File: src/rtl/fetch_stage_ctrl.sv
// ---------------------------------------------------------------------------
// fetch_stage_ctrl
//   Instruction-fetch front end. Owns the PC, the instruction-memory request
//   handshake and the IF/ID pipeline register. Applies the hazard unit's
//   stall/flush controls and the EX-stage branch redirect so that the ID
//   stage sees a clean instruction stream (NOP bubbles where nothing valid).
//
// Optional feature macro: FETCH_TIMEOUT_EN
//   Defined   : a wait counter flags fetch_err (sticky) after MAX_WAIT
//               consecutive un-acked request cycles.
//   Undefined : no counter; fetch_err is tied to 0.
//
// Ports
//   i_clk, i_rst          clock, asynchronous active-high reset
//   stall_IF, stall_ID    hazard-unit stalls
//   flush_ID              kill IF/ID contents and any in-flight fetch
//   EX_br_sel/_target     taken branch/jump redirect from EX
//   imem_req/_addr        fetch request and word-aligned address
//   imem_rdata/_ack       fetched instruction and one-cycle response strobe
//   ID_pc/_instr/_valid   IF/ID register outputs
//   fetch_busy            request outstanding and not acked this cycle
//   fetch_err             sticky fetch-timeout flag
// ---------------------------------------------------------------------------
module fetch_stage_ctrl #(
    parameter logic [31:0] RESET_PC  = 32'h0000_0000,
    parameter logic [31:0] NOP_INSTR = 32'h0000_0013,
    parameter int unsigned MAX_WAIT  = 15
) (
    input  logic        i_clk,
    input  logic        i_rst,
    input  logic        stall_IF,
    input  logic        stall_ID,
    input  logic        flush_ID,
    input  logic        EX_br_sel,
    input  logic [31:0] EX_br_target,
    output logic        imem_req,
    output logic [31:0] imem_addr,
    input  logic [31:0] imem_rdata,
    input  logic        imem_ack,
    output logic [31:0] ID_pc,
    output logic [31:0] ID_instr,
    output logic        ID_valid,
    output logic        fetch_busy,
    output logic        fetch_err
);

    typedef enum logic [1:0] {
        S_REQ  = 2'd0,
        S_KILL = 2'd1,
        S_HOLD = 2'd2
    } state_t;

    state_t      state_q;
    logic [31:0] pc_q;
    logic [31:0] redir_q;
    logic [31:0] hold_q;
    logic [31:0] id_pc_q;
    logic [31:0] id_instr_q;
    logic        id_valid_q;
    logic        req_q;

    logic        redirect;
    logic        ack;
    logic [31:0] target;
    logic        id_load;
    logic [31:0] id_data;

    assign redirect = flush_ID | EX_br_sel;
    assign target   = {EX_br_target[31:2], 2'b00};
    // An ack is only meaningful while a request is actually on the bus.
    assign ack      = imem_ack & req_q;

    always_comb begin
        id_load = 1'b0;
        id_data = imem_rdata;
        case (state_q)
            S_REQ:  id_load = ack & ~redirect & ~stall_IF;
            S_HOLD: begin
                id_load = ~redirect & ~stall_IF & ~stall_ID;
                id_data = hold_q;
            end
            default: id_load = 1'b0;
        endcase
    end

    always_ff @(posedge i_clk or posedge i_rst) begin
        if (i_rst) begin
            state_q    <= S_REQ;
            pc_q       <= {RESET_PC[31:2], 2'b00};
            redir_q    <= '0;
            hold_q     <= '0;
            req_q      <= 1'b0;
            id_pc_q    <= '0;
            id_instr_q <= NOP_INSTR;
            id_valid_q <= 1'b0;
        end else begin
            req_q <= 1'b1;
            case (state_q)
                S_REQ: begin
                    if (ack) begin
                        if (redirect) begin
                            pc_q <= target;
                        end else if (stall_IF) begin
                            hold_q  <= imem_rdata;
                            state_q <= S_HOLD;
                            req_q   <= 1'b0;
                        end else begin
                            pc_q <= pc_q + 32'd4;
                        end
                    end else if (redirect) begin
                        // Request stays up; its data is dropped in KILL.
                        if (req_q) begin
                            redir_q <= target;
                            state_q <= S_KILL;
                        end else begin
                            pc_q <= target;
                        end
                    end
                end
                S_KILL: begin
                    if (ack) begin
                        pc_q    <= redirect ? target : redir_q;
                        state_q <= S_REQ;
                    end else if (redirect) begin
                        redir_q <= target;
                    end
                end
                S_HOLD: begin
                    if (redirect) begin
                        pc_q    <= target;
                        state_q <= S_REQ;
                    end else if (!stall_ID && !stall_IF) begin
                        pc_q    <= pc_q + 32'd4;
                        state_q <= S_REQ;
                    end else begin
                        req_q <= 1'b0;
                    end
                end
                default: state_q <= S_REQ;
            endcase

            // IF/ID: flush beats stall beats load. An unstalled ID stage with
            // nothing new to take receives a bubble, so no instruction is
            // ever presented twice.
            if (flush_ID) begin
                id_valid_q <= 1'b0;
                id_instr_q <= NOP_INSTR;
            end else if (!stall_ID) begin
                if (id_load) begin
                    id_pc_q    <= pc_q;
                    id_instr_q <= id_data;
                    id_valid_q <= 1'b1;
                end else begin
                    id_valid_q <= 1'b0;
                    id_instr_q <= NOP_INSTR;
                end
            end
        end
    end

`ifdef FETCH_TIMEOUT_EN
    localparam int unsigned CW = (MAX_WAIT < 1) ? 1 : $clog2(MAX_WAIT + 1);

    logic [CW-1:0] wait_q;
    logic          err_q;

    always_ff @(posedge i_clk or posedge i_rst) begin
        if (i_rst) begin
            wait_q <= '0;
            err_q  <= 1'b0;
        end else if (imem_ack) begin
            wait_q <= '0;
        end else if (req_q) begin
            if ({1'b0, wait_q} + (CW+1)'(1) >= (CW+1)'(MAX_WAIT)) begin
                err_q <= 1'b1;
            end
            if ({1'b0, wait_q} < (CW+1)'(MAX_WAIT)) begin
                wait_q <= wait_q + CW'(1);
            end
        end
    end

    assign fetch_err = err_q;
`else
    logic unused_max_wait;
    assign unused_max_wait = (MAX_WAIT == 0);
    assign fetch_err       = 1'b0;
`endif

    logic unused_tgt_bits;
    assign unused_tgt_bits = ^EX_br_target[1:0];

    assign imem_req   = req_q;
    assign imem_addr  = pc_q;
    assign fetch_busy = req_q & ~imem_ack;
    assign ID_pc      = id_pc_q;
    assign ID_instr   = id_instr_q;
    assign ID_valid   = id_valid_q;

endmodule

File: config.mk
export PLATFORM = sky130hd
export DESIGN_NAME = fetch_stage_ctrl
export DESIGN_NICKNAME = d
export VERILOG_FILES = /design/src/rtl/fetch_stage_ctrl.sv
export SDC_FILE = /design/constraint.sdc
export NUM_CORES = 1
export LEC_CHECK = 0
export ABC_AREA = 1
export CORE_MARGIN = 1.5
export CORE_UTILIZATION = 56
export DETAILED_ROUTE_END_ITERATION = 10
export PLACE_DENSITY_LB_ADDON = 0.1
export SLEW_MARGIN = 30
export SYNTH_ARGS = -nofsm -noshare
export SYNTH_HDL_FRONTEND = slang
export SYNTH_SLANG_ARGS = --single-unit
File: constraint.sdc
create_clock -name i_clk -period 11.1 [get_ports i_clk]
set_clock_uncertainty 0.15 [all_clocks]
set_input_delay 1.11 -clock i_clk [delete_from_list [all_inputs] [get_ports i_clk]]
set_output_delay 1.11 -clock i_clk [all_outputs]
set_load 0.02 [all_outputs]
==> impl_metrics.ini <==
[run_status]
run_status = completed

[cts]
post_cts_resized = 0
numClockSinks = 164
cts_hold_repair.buffers = 0
clock-root-buffer = sky130_fd_sc_hd__clkbuf_16
cts-buffers-inserted = 17
clkSlewWorstSetupHoldPaths_ns = 0.06
clk_latency_ns = 0.43
clock_path_buffers = 2
depth_of_the_cts_h_tree = 4
tritoncts_clock_tree = built
cts.repair_timing.setup_buffer_count = 0

[synthesis]
synth.area.top_cells = sky130_fd_sc_hd__dfrtp_1 (48%), sky130_fd_sc_hd__nand2_1 (13%), sky130_fd_sc_hd__o21ai_0 (11%), sky130_fd_sc_hd__inv_1 (5.8%), sky130_fd_sc_hd__nor2_1 (4.8%)
synth.most_common_cell = sky130_fd_sc_hd__nand2_1
synth_top_area_share_pct = 48.2
post_synth.cell_area_avg_sq_um = 7.59
synth_enable_flop_cells = 0
ys_warn_count = 0
ys_top_cells_by_count = sky130_fd_sc_hd__nand2_1 (283), sky130_fd_sc_hd__o21ai_0 (178), sky130_fd_sc_hd__dfrtp_1 (161)
netlist.top_cell.by_area = sky130_fd_sc_hd__dfrtp_1
mappedNetlistArea_sq_um = 8350
ys_seq_area_share_pct = 49.2
synthFlopType = sky130_fd_sc_hd__dfrtp_1
synth.net_count = 1175
synth.ff_latch_count = 164
syn_inst = 1100
ys_async_sr_fraction_pct = 100
yosys.cell_types.count = 36

[timing]
slew_viol_final = 0
slew_headroom_pct = 35.5
clock.fmax_mhz = 279
tightestPinTransition_ns = 0.967
final-setup-viol-count = 0
layout_worst_path_cycle_share_pct = 32.3
layout_min_cycle_time_ns = 3.58
grt_setup_unrepaired = false
fin_setup_tns_ns = 0
timing.final.hold_violations = 0

[floorplan]
fp.dieW_um = 125
die-area_sq_um = 15700
rows = 44
top_level_ports = 171
die_h_um = 125
fp.coreArea_sq_um = 14500
initial_core_util_pct = 57.5

[critical_path]
timing.critical_path.cells = clkdlybuf4s50_1 > inv_1 > nand2_1 > inv_1 > clkdlybuf4s50_1
worstSetupStartpointType = primary input
worstReg2RegStart = state_q[1]
cp.depth = 5
crit_start = imem_ack
crit-reg2reg-capture = imem_addr[29]
reg2regPathDepth = 12
critical_path.max_fanout = 2
critical-path-slowest-cell = sky130_fd_sc_hd__clkdlybuf4s50_1
critPathRequiredTime_ns = 9.84
biggest_cell_delay_along_the_critical_path_ns = 0.59
r2r_setup_slack_ns = 7.87
crit_buf_inv = 4
endpoint = fetch_busy
end_kind = primary output
cp.arrival_ns = 2.32
critical_path.top_delay_family = buffers and inverters
setup.worst_path.class = in2out

[global_route]
wire_length_of_the_first_global_routing_pass_um = 37600
vias_in_the_first_global_route = 7529
overflow = 0
initial_antenna_violation_count = 0
grt_start_max_net_pins = 104
track_usage_pct = 29.8

[cells_and_area]
stdcell_area_sq_um = 10700
finish.utilization_pct = 73.6
finish.net_count = 1318
drive_gt1_share_pct = 5.97
antenna_cells_inserted = 0
stdcell_count = 1440
area_growth_syn_to_layout_pct = 28.0

[placement]
port-buffer-count = 167
placed_cells_incl_taps = 1407
detailed_place.area_sq_um = 10100
hpwlAfterDp_um = 15700
routabilityCongestion = 0.932

[routing]
drc = 0
drtPass1Iterations = 5
post_drt_via_cell_ratio = 5.53
route.final.wire_length_um = 22900
detail_route.wl_per_cell_um = 15.9
final_antenna_net_count = 0
drt_first_iter_violations = 776
dr_total_vias = 7963

[run]
max_cap_viol_count = 0

[hold_path]
holdCritStartpoint = ID_pc[28]
tightest_hold_check_type = reg2reg

[pwr]
worst_ir_drop_vdd_uv = 177
power_density_nw_per_um2 = 269
power.leakage_uw = 0.00484
==> registers in the layout (all words and copies together), names as in the netlist <==
| signal | count |
|---|---|
| hold_q | 32 |
| ID_pc | 32 |
| imem_addr | 32 |
| ID_instr | 32 |
| redir_q | 32 |
| state_q | 2 |
| imem_req | 1 |
| ID_valid | 1 |
==> per-layer routing <==
metal  track usage, %  vias to the layer above  part of all wire, %
li1                 -                     3836                    -
met1             41.7                     3782                   45
met2             46.9                      307                   47
met3             6.38                       38                  7.0
met4             9.63                        0                  1.9
met5                0                        -                    0
==> how the worst min path moves through the flow <==
stage	to	slack (ns)	depth (start not counted)
6_report	ID_pc[28]	0.33	2
5_1_grt	ID_pc[28]	0.35	2
4_1_cts	ID_instr[9]	0.34	2
3_5_place_dp	redir_q[8]	0.32	2
3_3_place_gp	ID_pc[28]	0.31	2
2_1_floorplan	redir_q[4]	0.30	2
==> cell type report <==
| type | instances | area, sq um |
|---|---|---|
| sequential | 164 | 4110 |
| tap | 184 | 230 |
| fill | 1157 | 3840 |
| clock inverter | 12 | 93.8 |
| clock buffer | 20 | 467 |
| timing repair buffer | 173 | 1740 |
| multi-input combinational | 751 | 3540 |
| inverter | 136 | 518 |
==> logic make-up after synthesis <==
| logic type | synth area share, % |
|---|---|
| AND/OR/NAND/NOR | 22.8 |
| AO/OA/AOI/OAI | 16.4 |
| buffers and inverters | 8.75 |
| flip-flops | 49.2 |
| multiplexers | 2.19 |
| adder cells (fa/ha/maj) | 0.599 |
| other | 0.0449 |
==> per-stage QoR <==
| stage | setup WS (ns) | total power [uW] | hold WS [ns] |
|---|---|---|---|
| 2_1_floorplan | 5.41 | 1810 | 0.300 |
| 3_3_place_gp | 6.79 | 2260 | 0.314 |
| 3_5_place_dp | 6.75 | 2300 | 0.320 |
| 4_1_cts | 7.20 | 2870 | 0.338 |
| 5_1_grt | 7.41 | 3080 | 0.355 |
| 6_report | 7.52 | 2880 | 0.332 |
==> where the power goes <==
group	switching (uW)	leakage, uW	internal [uW]
Combinational	832	0.00250	489
Sequential	174	0.00207	826
Clock	251	0.000263	307
Total	1260	0.00484	1620
==> worst register-to-register path, cell delays in order (launching register included) <==
cell and delay, ns:
sky130_fd_sc_hd__dfrtp_1 0.41, sky130_fd_sc_hd__inv_1 0.09, sky130_fd_sc_hd__ha_1 0.39, sky130_fd_sc_hd__inv_2 0.20
sky130_fd_sc_hd__nand2_2 0.37, sky130_fd_sc_hd__nand2_2 0.24, sky130_fd_sc_hd__nor2_2 0.51, sky130_fd_sc_hd__inv_1 0.17
sky130_fd_sc_hd__nand3_1 0.26, sky130_fd_sc_hd__nand2_1 0.08, sky130_fd_sc_hd__nor2_1 0.13, sky130_fd_sc_hd__nor2_1 0.06
sky130_fd_sc_hd__nor2_1 0.10
==> cell usage in the layout (no fill, tap or decap), types with 2 or more instances in the layout <==
| cell | synthesis | routed |
|---|---|---|
| sky130_fd_sc_hd__clkbuf_8 | 0 | 3 |
| sky130_fd_sc_hd__nand2_2 | 6 | 6 |
| sky130_fd_sc_hd__inv_8 | 0 | 2 |
| sky130_fd_sc_hd__inv_6 | 0 | 3 |
| sky130_fd_sc_hd__mux2i_1 | 7 | 7 |
| sky130_fd_sc_hd__buf_4 | 2 | 5 |
| sky130_fd_sc_hd__nor2_4 | 2 | 3 |
| sky130_fd_sc_hd__dfrtp_1 | 161 | 161 |
| sky130_fd_sc_hd__nor2_2 | 3 | 4 |
| sky130_fd_sc_hd__dfstp_2 | 3 | 3 |
| sky130_fd_sc_hd__o21ai_0 | 178 | 178 |
| sky130_fd_sc_hd__clkinv_2 | 0 | 2 |
| sky130_fd_sc_hd__mux2_2 | 9 | 9 |
| sky130_fd_sc_hd__nand3_1 | 63 | 63 |
| sky130_fd_sc_hd__clkbuf_16 | 0 | 17 |
| sky130_fd_sc_hd__a22oi_1 | 8 | 8 |
| sky130_fd_sc_hd__nor2_1 | 107 | 105 |
| sky130_fd_sc_hd__o22ai_1 | 18 | 18 |
| sky130_fd_sc_hd__nand2_1 | 283 | 283 |
| sky130_fd_sc_hd__a21oi_1 | 44 | 44 |
| sky130_fd_sc_hd__clkdlybuf4s50_1 | 0 | 167 |
| sky130_fd_sc_hd__inv_2 | 6 | 6 |
| sky130_fd_sc_hd__inv_1 | 129 | 128 |
| sky130_fd_sc_hd__ha_1 | 4 | 3 |
| sky130_fd_sc_hd__clkinvlp_4 | 0 | 5 |
| sky130_fd_sc_hd__a31oi_1 | 3 | 3 |
| sky130_fd_sc_hd__o21ai_1 | 2 | 2 |
| sky130_fd_sc_hd__o211ai_1 | 4 | 4 |
Power figures use the tool's default switching activity.
